--- src/rtl/shader_fetch_decode_if.sv ---
// ----------------------------------------------------------------------------
// shader_fetch_decode_if
//   Bundles the two buses of the shader fetch/decode stage:
//     - instruction-memory read port (address, read strobe, read data)
//     - issue handshake to the operand-read/ALU stage (valid/ready + fields)
//   master : the fetch/decode stage
//   slave  : the environment (instruction memory + downstream ALU stage)
// ----------------------------------------------------------------------------
interface shader_fetch_decode_if #(
    parameter int PCW = 8
);
    // Instruction memory read port; data returns one cycle after imem_rd_en.
    logic [PCW-1:0] imem_addr;
    logic           imem_rd_en;
    logic [31:0]    imem_rdata;

    // Issue port toward the operand-read/ALU stage.
    logic           iss_valid;
    logic           iss_ready;
    logic [4:0]     iss_opcode;
    logic [3:0]     iss_rd;
    logic [3:0]     iss_rs0;
    logic [3:0]     iss_rs1;
    logic [10:0]    iss_immd;
    logic [PCW-1:0] iss_pc;

    modport master (
        output imem_addr,
        output imem_rd_en,
        input  imem_rdata,
        output iss_valid,
        input  iss_ready,
        output iss_opcode,
        output iss_rd,
        output iss_rs0,
        output iss_rs1,
        output iss_immd,
        output iss_pc
    );

    modport slave (
        input  imem_addr,
        input  imem_rd_en,
        output imem_rdata,
        input  iss_valid,
        output iss_ready,
        input  iss_opcode,
        input  iss_rd,
        input  iss_rs0,
        input  iss_rs1,
        input  iss_immd,
        input  iss_pc
    );
endinterface

--- src/rtl/shader_fetch_decode.sv ---
// ----------------------------------------------------------------------------
// shader_fetch_decode
//   Instruction fetch/decode stage in front of the shader ALU. Walks a program
//   held in a synchronous-read instruction memory starting at start_pc,
//   decodes each 32-bit word and offers it downstream over valid/ready.
//   A program ends on HALT (never issued) or when the instruction at the last
//   memory address has been accepted (sticky overrun flag).
//
//   Instruction word:
//     [31:27] opcode  (0..14 legal, 5'h1F = HALT, 15..30 issued as NOP)
//     [26:23] rd   [22:19] rs0   [18:15] rs1   [14:11] reserved   [10:0] immd
//
//   Optional build macro:
//     SHADER_FETCH_STATS_EN - adds saturating issued_cnt / stall_cnt outputs.
//
//   Reset is synchronous and active-high.
// ----------------------------------------------------------------------------
module shader_fetch_decode #(
    parameter int  IMEM_DEPTH = 256,
    // Register indices occupy 4-bit fields in the instruction word, so
    // NUM_REGS may be at most 16; narrower indices take the low field bits.
    parameter int  NUM_REGS   = 16,
    localparam int PCW        = $clog2(IMEM_DEPTH)
) (
    input  logic                 clk,
    input  logic                 rst,
    input  logic                 start,
    input  logic [PCW-1:0]       start_pc,
    shader_fetch_decode_if.master bus,
    output logic                 busy,
    output logic                 done,
    output logic                 overrun
`ifdef SHADER_FETCH_STATS_EN
    ,
    output logic [31:0]          issued_cnt,
    output logic [31:0]          stall_cnt
`endif
);

    localparam int             RIW      = $clog2(NUM_REGS);
    localparam logic [4:0]     OP_HALT  = 5'h1F;
    localparam logic [4:0]     OP_LAST  = 5'd14;   // OP_MATMUL, last legal opcode
    localparam logic [4:0]     OP_NOP   = 5'd0;
    localparam logic [PCW-1:0] PC_LAST  = PCW'(IMEM_DEPTH - 1);

    typedef enum logic [1:0] {
        S_IDLE,
        S_FETCH,
        S_DECODE,
        S_ISSUE
    } state_t;

    typedef struct packed {
        logic [4:0]     opcode;
        logic [RIW-1:0] rd;
        logic [RIW-1:0] rs0;
        logic [RIW-1:0] rs1;
        logic [10:0]    immd;
    } decoded_t;

    state_t         state;
    logic [PCW-1:0] pc;
    decoded_t       dec;
    logic           is_halt;

    // Combinational decode of the word returned by the instruction memory.
    always_comb begin
        // NOTE: every output of a combinational block gets a default first so
        // no path leaves it unassigned and a latch is never inferred.
        dec     = '0;
        is_halt = 1'b0;

        dec.rd   = bus.imem_rdata[23 +: RIW];
        dec.rs0  = bus.imem_rdata[19 +: RIW];
        dec.rs1  = bus.imem_rdata[15 +: RIW];
        dec.immd = bus.imem_rdata[10:0];

        if (bus.imem_rdata[31:27] == OP_HALT) begin
            is_halt = 1'b1;
        end else if (bus.imem_rdata[31:27] > OP_LAST) begin
            // Illegal opcodes travel downstream as NOP with fields intact.
            dec.opcode = OP_NOP;
        end else begin
            dec.opcode = bus.imem_rdata[31:27];
        end
    end

    // Control FSM; every output is registered here.
    always_ff @(posedge clk) begin
        if (rst) begin
            // NOTE: sequential state is written with non-blocking assignments
            // so every register samples pre-edge values regardless of order.
            state          <= S_IDLE;
            pc             <= '0;
            busy           <= 1'b0;
            done           <= 1'b0;
            overrun        <= 1'b0;
            bus.imem_addr  <= '0;
            bus.imem_rd_en <= 1'b0;
            bus.iss_valid  <= 1'b0;
            bus.iss_opcode <= '0;
            bus.iss_rd     <= '0;
            bus.iss_rs0    <= '0;
            bus.iss_rs1    <= '0;
            bus.iss_immd   <= '0;
            bus.iss_pc     <= '0;
        end else begin
            done <= 1'b0;

            case (state)
                S_IDLE: begin
                    // start is only honoured here, so a start while busy is dropped.
                    if (start) begin
                        pc             <= start_pc;
                        overrun        <= 1'b0;
                        busy           <= 1'b1;
                        bus.imem_addr  <= start_pc;
                        bus.imem_rd_en <= 1'b1;
                        state          <= S_FETCH;
                    end
                end

                S_FETCH: begin
                    // The read strobe was raised on entry; memory data lands
                    // on imem_rdata during DECODE.
                    bus.imem_rd_en <= 1'b0;
                    state          <= S_DECODE;
                end

                S_DECODE: begin
                    if (is_halt) begin
                        done  <= 1'b1;
                        busy  <= 1'b0;
                        state <= S_IDLE;
                    end else begin
                        bus.iss_opcode <= dec.opcode;
                        bus.iss_rd     <= 4'(dec.rd);
                        bus.iss_rs0    <= 4'(dec.rs0);
                        bus.iss_rs1    <= 4'(dec.rs1);
                        bus.iss_immd   <= dec.immd;
                        bus.iss_pc     <= pc;
                        bus.iss_valid  <= 1'b1;
                        state          <= S_ISSUE;
                    end
                end

                S_ISSUE: begin
                    // Fields are only written in DECODE, so they hold while stalled.
                    if (bus.iss_ready) begin
                        bus.iss_valid <= 1'b0;
                        // End of memory is checked before the increment, so
                        // the PC never wraps back to zero.
                        if (pc == PC_LAST) begin
                            overrun <= 1'b1;
                            done    <= 1'b1;
                            busy    <= 1'b0;
                            state   <= S_IDLE;
                        end else begin
                            pc             <= pc + 1'b1;
                            bus.imem_addr  <= pc + 1'b1;
                            bus.imem_rd_en <= 1'b1;
                            state          <= S_FETCH;
                        end
                    end
                end

                default: begin
                    state <= S_IDLE;
                end
            endcase
        end
    end

`ifdef SHADER_FETCH_STATS_EN
    // Saturating issue and stall counters, restarted by an accepted start.
    always_ff @(posedge clk) begin
        if (rst) begin
            issued_cnt <= '0;
            stall_cnt  <= '0;
        end else if (state == S_IDLE && start) begin
            issued_cnt <= '0;
            stall_cnt  <= '0;
        end else if (state == S_ISSUE) begin
            if (bus.iss_ready && issued_cnt != 32'hFFFF_FFFF) begin
                issued_cnt <= issued_cnt + 1'b1;
            end
            if (!bus.iss_ready && stall_cnt != 32'hFFFF_FFFF) begin
                stall_cnt <= stall_cnt + 1'b1;
            end
        end
    end
`endif

endmodule

--- src/flat_wrapper.sv ---
// flat-port wrapper written by rule: the top's interface ports become plain ports
module shader_fetch_decode_flat 
#(
    parameter int  IMEM_DEPTH = 256,
                                                                       
                                                                            
    parameter int  NUM_REGS   = 16,
    localparam int PCW        = $clog2(IMEM_DEPTH)
)
  (clk, rst, start, start_pc, busy, done, overrun, bus_imem_addr, bus_imem_rd_en, bus_imem_rdata, bus_iss_valid, bus_iss_ready, bus_iss_opcode, bus_iss_rd, bus_iss_rs0, bus_iss_rs1, bus_iss_immd, bus_iss_pc);
  shader_fetch_decode_if #(.PCW(8)) bus_i ();
  input  logic clk;
  input  logic rst;
  input  logic start;
  input  logic [PCW-1:0] start_pc;
  output logic busy;
  output logic done;
  output logic overrun;
  output wire logic [$bits(bus_i.imem_addr)-1:0] bus_imem_addr;
  output wire logic [$bits(bus_i.imem_rd_en)-1:0] bus_imem_rd_en;
  input wire logic [$bits(bus_i.imem_rdata)-1:0] bus_imem_rdata;
  output wire logic [$bits(bus_i.iss_valid)-1:0] bus_iss_valid;
  input wire logic [$bits(bus_i.iss_ready)-1:0] bus_iss_ready;
  output wire logic [$bits(bus_i.iss_opcode)-1:0] bus_iss_opcode;
  output wire logic [$bits(bus_i.iss_rd)-1:0] bus_iss_rd;
  output wire logic [$bits(bus_i.iss_rs0)-1:0] bus_iss_rs0;
  output wire logic [$bits(bus_i.iss_rs1)-1:0] bus_iss_rs1;
  output wire logic [$bits(bus_i.iss_immd)-1:0] bus_iss_immd;
  output wire logic [$bits(bus_i.iss_pc)-1:0] bus_iss_pc;
  assign bus_imem_addr = bus_i.imem_addr;
  assign bus_imem_rd_en = bus_i.imem_rd_en;
  assign bus_i.imem_rdata = bus_imem_rdata;
  assign bus_iss_valid = bus_i.iss_valid;
  assign bus_i.iss_ready = bus_iss_ready;
  assign bus_iss_opcode = bus_i.iss_opcode;
  assign bus_iss_rd = bus_i.iss_rd;
  assign bus_iss_rs0 = bus_i.iss_rs0;
  assign bus_iss_rs1 = bus_i.iss_rs1;
  assign bus_iss_immd = bus_i.iss_immd;
  assign bus_iss_pc = bus_i.iss_pc;
  shader_fetch_decode #(.IMEM_DEPTH(IMEM_DEPTH), .NUM_REGS(NUM_REGS)) u_core (.clk(clk), .rst(rst), .start(start), .start_pc(start_pc), .bus(bus_i), .busy(busy), .done(done), .overrun(overrun));
endmodule
--- config.mk ---
export PLATFORM = sky130hd
export DESIGN_NAME = shader_fetch_decode_flat
export DESIGN_NICKNAME = d
export VERILOG_FILES = /design/src/rtl/shader_fetch_decode_if.sv /design/src/rtl/shader_fetch_decode.sv /design/src/flat_wrapper.sv
export SDC_FILE = /design/constraint.sdc
export NUM_CORES = 1
export LEC_CHECK = 0
export ABC_AREA = 1
export BUFFER_PORTS_ARGS = -buffer_cell sky130_fd_sc_hd__buf_2
export CORE_AREA = 2 2 73 75
export CTS_BUF_LIST = sky130_fd_sc_hd__clkbuf_4
export CTS_CLUSTER_SIZE = 8
export DETAILED_ROUTE_END_ITERATION = 10
export DIE_AREA = 0 0 75 77
export GPL_TIMING_DRIVEN = 0
export PLACE_DENSITY = 0.74
export SYNTH_ARGS = -nofsm -noshare
export SYNTH_HDL_FRONTEND = slang
export SYNTH_SLANG_ARGS = --single-unit
--- constraint.sdc ---
create_clock -name clk -period 3.28 [get_ports clk]
set_input_delay 0.492 -clock clk [delete_from_list [all_inputs] [get_ports clk]]
set_output_delay 0.492 -clock clk [all_outputs]
set_load 0.03 [all_outputs]
## Word-level counts from Yosys, hierarchy flattened

Cells that the tools add are included.

| word-level totals | value |
|---|---|
| output and inout bits | 49 |
| input port bits | 44 |
| register bits after elaboration | 51 |
| word-level logic and storage cells | 70 |

| cells by class | value |
|---|---|
| reductions and logical operators | 12 |
| multiplexer cells | 31 |
| bitwise gates (word level) | 1 |
| add/sub/neg operators | 1 |
| order comparisons | 1 |
| equality and inequality tests | 11 |

Operators by type and width:

| kind | number |
|---|---|
| $mux W8 | 3 |
| $mux W1 | 16 |
| $pmux W8 S2 | 1 |
| $reduce_and A4 Y1 | 3 |
| $mux W5 | 2 |
| $add A8 B1 Y8 const B | 1 |
| $eq A8 B8 Y1 const B | 1 |
| $ne A2 B2 Y1 const B | 4 |
| $pmux W2 S4 | 1 |
| $mux W2 | 3 |
| $pmux W1 S2 | 3 |
| $pmux W1 S3 | 2 |
| $reduce_bool A3 Y1 | 2 |
| $eq A5 B5 Y1 const B | 1 |
| $gt A5 B4 Y1 const B | 1 |
| $reduce_and A5 Y1 | 1 |
| $eq A2 B2 Y1 const B | 2 |
| $ne A2 B1 Y1 const B | 2 |
| $reduce_and A2 Y1 | 2 |
| $reduce_bool A2 Y1 | 2 |
| $reduce_and A3 Y1 | 1 |
| $eq A2 B1 Y1 const B | 1 |
| $logic_not A2 Y1 | 1 |
| $not A1 Y1 | 1 |

## Logic depth before layout (Yosys ltp)

| depth | value |
|---|---|
| depth in word-level cells | 4 |
| gate-level depth with buffers | 11 |
| gate-level depth less buffers | 10 |

## Worst setup path after synthesis

Ideal clock, no wire load.

| path | value |
|---|---|
| kind | register -> register |
| start point | reg, netlist name u_core.bus.imem_addr[0] |
| end point | reg u_core.bus.imem_addr[4] |
| required time | 3163 ps |
| slack | 1593 ps |
| arrival | 1570 ps |
| setup time | 117 ps |
| period minus slack after synthesis | 1687 ps |
| buffers on the path | 1 |
| cell stages (with the launch flop) | 10 |
| path through | dfxtp_1 -> ha_1 -> nand2_2 -> nor2_2 -> nand2_2 -> nor2_2 -> nor2_2 -> buf_6 -> o21ai_0 -> nor2_1 |

RTL lines:

| element | line | source |
|---|---|---|
| end signal: assignment | shader_fetch_decode.sv:117 | `bus.imem_addr <= start_pc;` |
| end signal: assignment | shader_fetch_decode.sv:160 | `bus.imem_addr <= pc + 1'b1;` |
| end: declaration | shader_fetch_decode_if.sv:28 | `output imem_addr,` |

==> impl_metrics.tcl <==
set metrics [dict create \
    outcome "complete, no violations" \
    io_pins 93 \
    setup_violations 0 \
    dr.pass1.iters 4 \
    min_to "u_core.done" \
    yosys_warnings 0 \
    path_class "reg2reg" \
    fmax_mhz 609.7 \
    clock_latency_ns 0.38 \
    hold_slack_ns 0.3372 \
    vias 2121 \
    clock_skew_ns 0.01941 \
    ant_nets 0 \
    wire_per_inst_um 10.93 \
    place_hpwl_um 3766 \
    numCtsBuffers 5 \
    postCtsSetupBuffers 0 \
    yosysUniqueCellTypes 25 \
    die-area_um2 5775 \
    tightest_slew_ns 0.4344 \
    min_period_ns 1.640 \
    syn_to_final_growth_pct 29.44 \
    drcViolationCount 0 \
    grt_pass1_vias 1830 \
    synth_seq_cells 51 \
    min_path_type "in2reg" \
    antenna_found_initial 0 \
    postSynthCellCount 291 \
    synth_top_area_cell "dfxtp_1" \
    arrival_ns 1.93 \
    netlist_area_um2 2151 \
    nets 431 \
    regToRegSetupSlack_ns 1.64 \
    fin_area_um2 2784 \
    root_buffer "clkbuf_4" \
    crit_required_ns 3.57 \
    wirelength_um 4997 \
    ctsLongestPathBuffers 2 \
    r2r-end "u_core.bus.imem_addr[1]" \
    cts_max_level 2 \
    worstReg2RegStart "u_core.bus.imem_addr[0]" \
    gp_congestion 0.8813 \
    drive_gt1_share_pct 31.78 \
    cts_hold_buf 0 \
    fp.coreArea_um2 4977 \
    p_leak_nw 1.359 \
    start_util_pct 43.21 \
    r2r_cells 9 \
    post_cts_resized 0 \
    slew_headroom_pct 71.04 \
    core.rowCount 26 \
    peakVddDrop_mv 0.3627 \
    clkTransAtPathRegs_ns 0.15 \
    grt_start_max_net_pins 17 \
    avgSynthCellArea_um2 7.391 \
    holdCritStartpoint "rst" \
    cts_tree "yes" \
    end_kind "flip-flop" \
    fp.dieH_um 77 \
    overflow 0 \
    antenna_cells 0 \
    min_period_over_period_pct 50.01 \
    drv_cap 0 \
    numClockSinks 51 \
    start_kind "flip-flop" \
    powerDensity_nw_per_um2 818.4 \
    hold_viol 0 \
    io_buffers 88 \
    grt_pass1_wl_um 8100 \
    finalMaxSlewViolations 0 \
    synth_top_area_share_pct 47.47 \
    rsz0062_at_grt "no" \
    synth_nets 336 \
    track_usage_pct 17.76 \
    critPathMaxFanout 10 \
    yosys-top-cells-area "dfxtp_1 (47%), nor2_1 (12%), o21ai_0 (10%), nand2_1 (8.2%), a21oi_1 (3.7%)" \
    viasPerCell 4.641 \
    dieWidth_um 75 \
    finalSetupTns_ns 0 \
    placedInstanceArea_um2 2679 \
    synth_seq_area_share_pct 47.47 \
    whs_path_depth 2 \
    drt-initial-drc-count 70 \
]
[registers in the layout (all words and copies together) (netlist names)]
register / cells
u_core.bus.iss_immd: 11
u_core.bus.imem_addr: 8
u_core.bus.iss_pc: 8
u_core.bus.iss_opcode: 5
u_core.bus.iss_rd: 4
u_core.bus.iss_rs0: 4
u_core.bus.iss_rs1: 4
u_core.state: 2
u_core.bus.imem_rd_en: 1
u_core.bus.iss_valid: 1
u_core.busy: 1
u_core.done: 1
u_core.overrun: 1
[cells in the mapped netlist (all sizes together)]
cell and number:
a211oi 1, a21oi 17, buf 8, bufbuf 1, clkbuf 5, clkinv 1
dfxtp 51, ha 1, inv 15, nand2 54, nand3 11, nand3b 1
nand4 2, nor2 75, nor3 1, o21ai 44, or2 3
[critical path: stages, from the launching register on]
cell,delay (ns)
dfxtp_1,0.45
ha_1,0.22
nand2_2,0.08
nor2_2,0.18
nand2_2,0.10
nor2_2,0.12
nor2_2,0.06
buf_6,0.13
o21ai_0,0.17
nor2_1,0.06
[how the worst max path moves through the flow]
| stage | startpoint | end | slack (ns) | cells after the start |
|---|---|---|---|---|
| after global placement | bus_imem_rdata[27] | u_core.bus.iss_immd[6] | 1.59 | 8 |
| after CTS | u_core.bus.imem_addr[1] | u_core.bus.imem_addr[1] | 1.63 | 9 |
| after global routing | u_core.bus.imem_addr[1] | u_core.bus.imem_addr[3] | 1.46 | 9 |
| after detailed placement | bus_imem_rdata[27] | u_core.bus.iss_rs1[3] | 1.58 | 8 |
| final | u_core.bus.imem_addr[0] | u_core.bus.imem_addr[1] | 1.64 | 9 |
| after floorplan | u_core.bus.imem_addr[0] | u_core.bus.imem_addr[4] | 1.59 | 9 |
[logic make-up after synthesis]
family / synth area share [%]
AND/OR/NAND/NOR: 29.09
AO/OA/AOI/OAI: 14.72
adder cells (fa/ha/maj): 0.5816
flip-flops: 47.47
buffers and inverters: 8.143
[through the flow]
step | cells | worst slack [ns] | utilization, % | total power, mW
detailed placement | 449 | 1.581 | 53.82 | 1.860
finish | 457 | 1.640 | 55.93 | 2.278
CTS | 457 | 1.628 | 55.93 | 2.300
floorplan | 291 | 1.593 | - | 1.592
global route | 457 | 1.464 | 55.93 | 2.435
global placement | 449 | 1.588 | 53.82 | 1.846
[layer usage]
metal  routed length (um)  global-route usage (%)  up-vias
met5                    0                       0        -
met4                   64                   5.357        0
met3                  532                   6.439        7
met2                 2188                   27.46       78
met1                 2211                   22.86      913
li1                     -                       -     1123
[placed cells by master (no fill, tap or decap), types with 2 or more instances in the layout]
cell	count
a21oi_1	16
buf_2	89
buf_6	6
bufinv_16	2
clkbuf_1	5
clkbuf_4	5
dfxtp_1	51
inv_1	14
nand2_1	47
nand2_2	6
nand3_1	10
nand4_1	2
nor2_1	71
nor2_2	4
o21ai_0	44
or2_2	3
[power by group]
group	internal, mW	leakage (nW)	switching (mW)
registers	0.769	0.418	0.0984
logic	0.312	0.890	0.658
clock network	0.237	0.0514	0.204
[final cells by class]
type | count | area, um2
well taps | 70 | 87.58
clock buffers | 5 | 37.54
plain buffers | 14 | 113.9
multi-input cells | 210 | 954.7
fillers | 518 | 2193
clock inverters | 3 | 67.56
repair buffers | 88 | 440.4
inverters | 16 | 61.31
flip-flops and latches | 51 | 1021
No activity file was read; power rests on OpenSTA's default activity.
